File: src/rtl/serial_tasizan.sv
// rtl/serial_tasizan.sv - bit-serial adder, one full-adder stage plus carry flop, LSB first
module serial_tasizan #(
  parameter int WIDTH = 8
) (
  input  logic             clk,
  input  logic             rst,
  input  logic             start,
  input  logic [WIDTH-1:0] a,
  input  logic [WIDTH-1:0] b,
  input  logic             cin,
  output logic             busy,
  output logic             done,
  output logic [WIDTH-1:0] s,
  output logic             cout,
  output logic             ovf
);

  localparam int CW = (WIDTH > 1) ? $clog2(WIDTH) : 1;
  localparam logic [CW-1:0] LAST_BIT = CW'(WIDTH - 1);

  typedef enum logic [1:0] {IDLE, RUN, DONE} state_t;

  state_t          state_q, state_d;
  logic [CW-1:0]   cnt_q, cnt_d;
  logic [WIDTH-1:0] a_q, a_d, b_q, b_d, sum_q, sum_d, s_q, s_d;
  logic            carry_q, carry_d, cout_q, cout_d, ovf_q, ovf_d;
  logic            fa_sum, fa_carry;

  always_comb begin
    fa_sum   = a_q[cnt_q] ^ b_q[cnt_q] ^ carry_q;
    fa_carry = (a_q[cnt_q] & b_q[cnt_q]) | (carry_q & (a_q[cnt_q] ^ b_q[cnt_q]));
  end

  always_comb begin
    state_d = state_q;
    cnt_d   = cnt_q;
    a_d     = a_q;
    b_d     = b_q;
    sum_d   = sum_q;
    carry_d = carry_q;
    s_d     = s_q;
    cout_d  = cout_q;
    ovf_d   = ovf_q;
    case (state_q)
      IDLE, DONE: begin
        if (start) begin
          a_d     = a;
          b_d     = b;
          carry_d = cin;
          cnt_d   = '0;
          state_d = RUN;
        end else if (state_q == DONE) begin
          state_d = IDLE;
        end
      end
      RUN: begin
        sum_d[cnt_q] = fa_sum;
        carry_d      = fa_carry;
        cnt_d        = cnt_q + 1'b1;
        if (cnt_q == LAST_BIT) begin
          // carry_q here is the carry into the MSB, so overflow is its xor with carry out
          state_d = DONE;
          cnt_d   = '0;
          s_d     = sum_d;
          cout_d  = fa_carry;
          ovf_d   = carry_q ^ fa_carry;
        end
      end
      default: state_d = IDLE;
    endcase
  end

  always_ff @(posedge clk) begin
    if (rst) begin
      state_q <= IDLE;
      cnt_q   <= '0;
      a_q     <= '0;
      b_q     <= '0;
      sum_q   <= '0;
      carry_q <= 1'b0;
      s_q     <= '0;
      cout_q  <= 1'b0;
      ovf_q   <= 1'b0;
    end else begin
      state_q <= state_d;
      cnt_q   <= cnt_d;
      a_q     <= a_d;
      b_q     <= b_d;
      sum_q   <= sum_d;
      carry_q <= carry_d;
      s_q     <= s_d;
      cout_q  <= cout_d;
      ovf_q   <= ovf_d;
    end
  end

  assign busy = (state_q == RUN);
  assign done = (state_q == DONE);
  assign s    = s_q;
  assign cout = cout_q;
  assign ovf  = ovf_q;

endmodule

File: config.mk
export PLATFORM = sky130hd
export DESIGN_NAME = serial_tasizan
export DESIGN_NICKNAME = d
export VERILOG_FILES = /design/src/rtl/serial_tasizan.sv
export SDC_FILE = /design/constraint.sdc
export NUM_CORES = 1
export LEC_CHECK = 0
export ABC_AREA = 1
export ABC_CLOCK_PERIOD_IN_PS = 4300
export CAP_MARGIN = 10
export CORE_ASPECT_RATIO = 1.75
export CORE_MARGIN = 3
export CORE_UTILIZATION = 55
export DETAILED_ROUTE_END_ITERATION = 10
export PLACE_DENSITY = 0.82
export SYNTH_ARGS = -nofsm -noshare
export SYNTH_HDL_FRONTEND = slang
export SYNTH_SLANG_ARGS = --single-unit
File: constraint.sdc
create_clock -name clk -period 4.3 [get_ports clk]
set_input_delay 0.86 -clock clk [delete_from_list [all_inputs] [get_ports clk]]
set_output_delay 0.86 -clock clk [all_outputs]
set_load 0.05 [all_outputs]
# After elaboration in Yosys (flattened, before gate mapping)
# Index checks and enable logic that the tools add are counted.
[word_totals] regBits=40 input_bits=20 wordCells=48 out_inout_bits=12
[classes] n_bitwise=6 magnitude_cmp=2 addsub=1 eq_ne=6 reduce_logical=8 n_mux=16
[op_table] operator="bitwise mux 8 bit" count=1
[op_table] operator="AND reduction 2 bit" count=4
[op_table] operator="binary-select mux 1 bit (select 3 bit)" count=2
[op_table] operator="two-way mux 2 bit" count=3
[op_table] operator="two-way mux 3 bit" count=2
[op_table] operator="one-hot mux 3 bit (2 select lines)" count=1
[op_table] operator="less-than comparator 3 x 4 -> 1 bit (second input constant)" count=1
[op_table] operator="two-way mux 1 bit" count=4
[op_table] operator="one-hot mux 2 bit (2 select lines)" count=1
[op_table] operator="adder 3 x 1 -> 3 bit (second input constant)" count=1
[op_table] operator="demux 1 bit (select 3 bit)" count=1
[op_table] operator="== test 3 bit (second input constant)" count=1
[op_table] operator="greater-or-equal comparator 3 x 1 -> 1 bit (second input constant)" count=1
[op_table] operator="inequality test 3 bit (second input constant)" count=1
[op_table] operator="XOR 1 bit" count=3
[op_table] operator="AND 1 bit" count=2
[op_table] operator="== test 2 x 1 -> 1 bit (second input constant)" count=1
[op_table] operator="== test 2 bit (second input constant)" count=1
[op_table] operator="logical NOT 2 bit" count=1
[op_table] operator="inequality test 2 x 1 -> 1 bit (second input constant)" count=1
[op_table] operator="inequality test 2 bit (second input constant)" count=1
[op_table] operator="one-hot mux 1 bit (2 select lines)" count=1
[op_table] operator="nonzero test 2 bit" count=1
[op_table] operator="OR reduction 2 bit" count=1
[op_table] operator="2 further kinds" count=2

# Longest topological paths before layout
[depth] ltp_word=6 depth_mapped=15 mapped_depth_nobuf=12

# Least setup slack after synthesis
# No wires, ideal clock.
[synth_timing] path_type="reg2reg" startpoint="register cnt_q[0]" endpoint="register s_q[5] (netlist: s[5])" n_path_buf=3 synth_period_minus_slack_ns=1.987 slack_ns=2.313 required_time_ns=4.244 setup_time_ns=0.056 path_stages_with_launch=16 arrival_ns=1.931 path_cell_list="dfxtp_1 buf_6 inv_4 buf_6 nand2_1 nand2_1 nand2_1 nand2_1 nand2_1 nand2_1 fa_1 clkbuf_1 nand4_1 nand3_1 nand2_1 inv_1"
[synth_between] elab_chain_cells=5 elab_cells_between_ends=14 cone_classes="order compare: 2; eq/ne: 1; mux: 7; bitwise: 2; reduce/logical: 2"
[synth_rtl] element="from (decl)" line_no="24" rtl="logic [CW-1:0] cnt_q, cnt_d;"
[synth_rtl] element="from (signal assigned)" line_no="86" rtl="cnt_q <= cnt_d;"
[synth_rtl] element="less-than comparator 3 x 4 -> 1 bit (implied by the code) (tied with other cells)" line_no="57" rtl="sum_d[cnt_q] = fa_sum;"
[synth_rtl] element="logical AND 1 bit (implied by the code) / two-way mux 1 bit (equally long branches)" line_no="57, 30"
[synth_rtl] element="two-way mux 1 bit (implied by the code) / XOR 1 bit (equally long branches)" line_no="57, 30"
[synth_rtl] element="demux 1 bit (select 3 bit) / XOR 1 bit (equally long branches)" line_no="57, 30"
[synth_rtl] element="bitwise mux 8 bit" line_no="57"
[synth_rtl] element="to (signal assigned)" line_no="81" rtl="s_q <= '0;"
[synth_rtl] element="to (signal assigned)" line_no="91" rtl="s_q <= s_d;"
[synth_rtl] element="to (decl)" line_no="25" rtl="logic [WIDTH-1:0] a_q, a_d, b_q, b_d, sum_q, sum_d, s_q, s_d;"
# Parallel ways exist; a longest one is shown, timed or not. The select of a mux whose other input is x is not followed.
# A chain may end at the register's enable or synchronous reset.

# Worst setup path in the final report
[layout_timing] startpoint="register state_q[0]" endpoint="output busy"
[layout_between] elab_chain_cells=1
[layout_rtl] element="from (decl)" line_no="23" rtl="state_t state_q, state_d;"
[layout_rtl] element="from (signal assigned)" line_no="85" rtl="state_q <= state_d;"
[layout_rtl] element="== test 2 x 1 -> 1 bit" line_no="97" rtl="assign busy = (state_q == RUN);"
[layout_rtl] element="to (decl)" line_no="11" rtl="output logic busy,"
# No other way between the ends.

==> metrics <==
# Post-CTS Setup Buffers=0; die width=51.49 um; slew margin rel.=0.5115; status=finished clean; CP Class=reg -> out; Layout area overhead=17.78%; die area=4408 um^2; Clock transition at path regs=0.07 ns; layout cell share with drive strength beyond 1=0.07500; fin. max-slew vios=0; Layout Cells excl Fill=365; vias per cell=4.970; setup violators final=0; Final #Nets=343; total CTS buffers=5; hold crit path type=reg -> reg; worst-margin pin slew=0.7317 ns; remaining antenna violation count=0; synth unique cells=26; minimum clock period=2.878 ns; CP Launch Type=flip-flop; Pwr Density=344.1 nW/um^2; die height=85.61 um; final hold vios=0; drt pass-1 iters=4; initial antenna violation count=0; mapped cell area=1992 um^2; total negative setup slack=0 ns; Worst IR Drop VDD=0.2978 mV; Vias=1814; post-synthesis sequential area ratio=0.4020; largest net degree at the start of global routing=23; Starting Density=0.5802; Root Driver=clkbuf_8; most frequent cells in the layout=nand2_1, nor2_1, dfxtp_1, clkdlybuf4s50_1, inv_1; Mean Syn Cell Area=6.707 um^2; EDFF count, synth=0; Post-Place Cells=358; Port Buf Inserts=31; total track usage=0.1967; clk buf depth=2; number of I/O pins=32; Syn Nets=320; final WL=3.831 mm; dominant synthesized flop cell=dfxtp_1; fraction of registers with async set or reset after synthesis=0; Post-DP HPWL=2.677 mm; Hold-fix buffers, CTS=0; Core Area=3433 um^2; CTS H-tree depth=2; RSZ-0062 raised after global routing=false; maximum capacitance violations=0; vias in the first global route=1742; crit end category=output pin; max frequency=347.5 MHz; CTS tree=yes; critical-path cell list=inv_2 > nor2_4 > clkdlybuf4s50_1; gp weighted congestion=0.7776; hold slack=0.4847 ns; CP required=3.44 ns; row count=28; slowest CP cell=clkdlybuf4s50_1; Post-route DRC=0; most common cell after layout, fill and taps aside=nand2_1; Worst Path Max Fanout=22; YS warnings=0; global-route wire length before repair=6.762 mm; FF+latch count, synth=40; CTS sink count=40; ant diodes=0; post-DR wirelength/cell=10.50 um; Final period util=0.6693; WP data arrival=2.02 ns; CP peak stage delay=0.90 ns; gr ovfl total=0; synthesized instance count=297; Static Leak=1.075 nW; worst-skew pair later-pin latency=0.29 ns; PostCTS Resize Cnt=0; DR iter-0 viols=35; Final Skew=0.006533 ns
==> metal layers <==
| metal | vias up | part of all wire | track usage |
|---|---|---|---|
| li1 | 967 | - | - |
| met1 | 807 | 0.38 | 0.1763 |
| met2 | 32 | 0.56 | 0.3933 |
| met3 | 8 | 0.036 | 0.04348 |
| met4 | 0 | 0.020 | 0.08353 |
| met5 | - | 0 | 0 |
==> through the flow <==
| step | setup WS, ns | power, mW | util | area [um^2] |
|---|---|---|---|---|
| detailed placement | 1.719 | 0.5501 | 0.6552 | 2250 |
| global route | 1.310 | 0.8520 | 0.6833 | 2346 |
| floorplan | 2.313 | 0.5224 | - | 1992 |
| global placement | 1.752 | 0.5467 | 0.6552 | 2250 |
| finish | 1.422 | 0.8072 | 0.6833 | 2346 |
| CTS | 1.403 | 0.8134 | 0.6833 | 2346 |
==> cell type report <==
type | instances | area (um^2)
Fill cell | 329 | 1087
Multi-Input combinational cell | 206 | 933.4
Sequential cell | 40 | 800.8
Timing Repair Buffer | 32 | 317.8
Inverter | 35 | 141.4
Clock buffer | 7 | 96.34
Tap cell | 45 | 56.30
==> synthesized netlist by cell type, types with 2 or more instances <==
| master | instances | area, um^2 |
|---|---|---|
| nor2_2 | 6 | 37.54 |
| inv_1 | 30 | 112.6 |
| buf_4 | 2 | 15.01 |
| nand4_1 | 6 | 37.54 |
| dfxtp_1 | 40 | 800.8 |
| buf_1 | 2 | 7.510 |
| inv_2 | 3 | 11.26 |
| nor2_1 | 51 | 191.4 |
| a21oi_1 | 12 | 60.06 |
| nand3_1 | 24 | 120.1 |
| buf_6 | 6 | 67.56 |
| nand2_2 | 3 | 18.77 |
| ha_1 | 2 | 25.02 |
| clkbuf_1 | 3 | 11.26 |
| o21ai_0 | 17 | 85.08 |
| nand2_1 | 79 | 296.5 |
| buf_2 | 2 | 10.01 |
==> worst max-delay path, delay by kind of cell, from the launching register on <==
kind | cells | cell delay, ns
simple gates | 1 | 0.39
buf+inv | 2 | 0.97
flops | 1 | 0.37
==> power breakdown <==
part	switching, mW	internal (mW)	leakage [nW]	total [mW]
clock network	0.122	0.143	0.0503	0.265
logic	0.0750	0.0547	0.696	0.130
registers	0.0195	0.393	0.328	0.412
total	0.217	0.590	1.07	0.807
==> kinds of logic after synthesis <==
logic type	Yosys count	share of synthesized area
flops	40	0.4020
xor+xnor	1	0.004398
compound gates	30	0.07537
fa+ha+maj	3	0.02261
simple gates	172	0.3662
buf+inv	51	0.1294
==> registers in the layout, indices dropped and copies added, names as in the netlist <==
| name | cells |
|---|---|
| a_q | 8 |
| b_q | 8 |
| s | 8 |
| sum_q | 8 |
| cnt_q | 3 |
| state_q | 2 |
| carry_q | 1 |
| cout | 1 |
| ovf | 1 |
==> final timing paths <==
check	cells after the start	to	slack [ns]	start
setup reg to reg	12	sum_q[3]$_SDFFE_PP0N_	1.72	cnt_q[0]$_SDFFE_PP0P_
hold reg to reg	2	ovf$_SDFFE_PP0P_	0.48	ovf$_SDFFE_PP0P_
setup / recovery	3	busy	1.42	state_q[0]$_SDFFE_PP0P_
hold / removal	2	ovf$_SDFFE_PP0P_	0.48	ovf$_SDFFE_PP0P_
No activity file was read; power rests on OpenSTA's default activity.
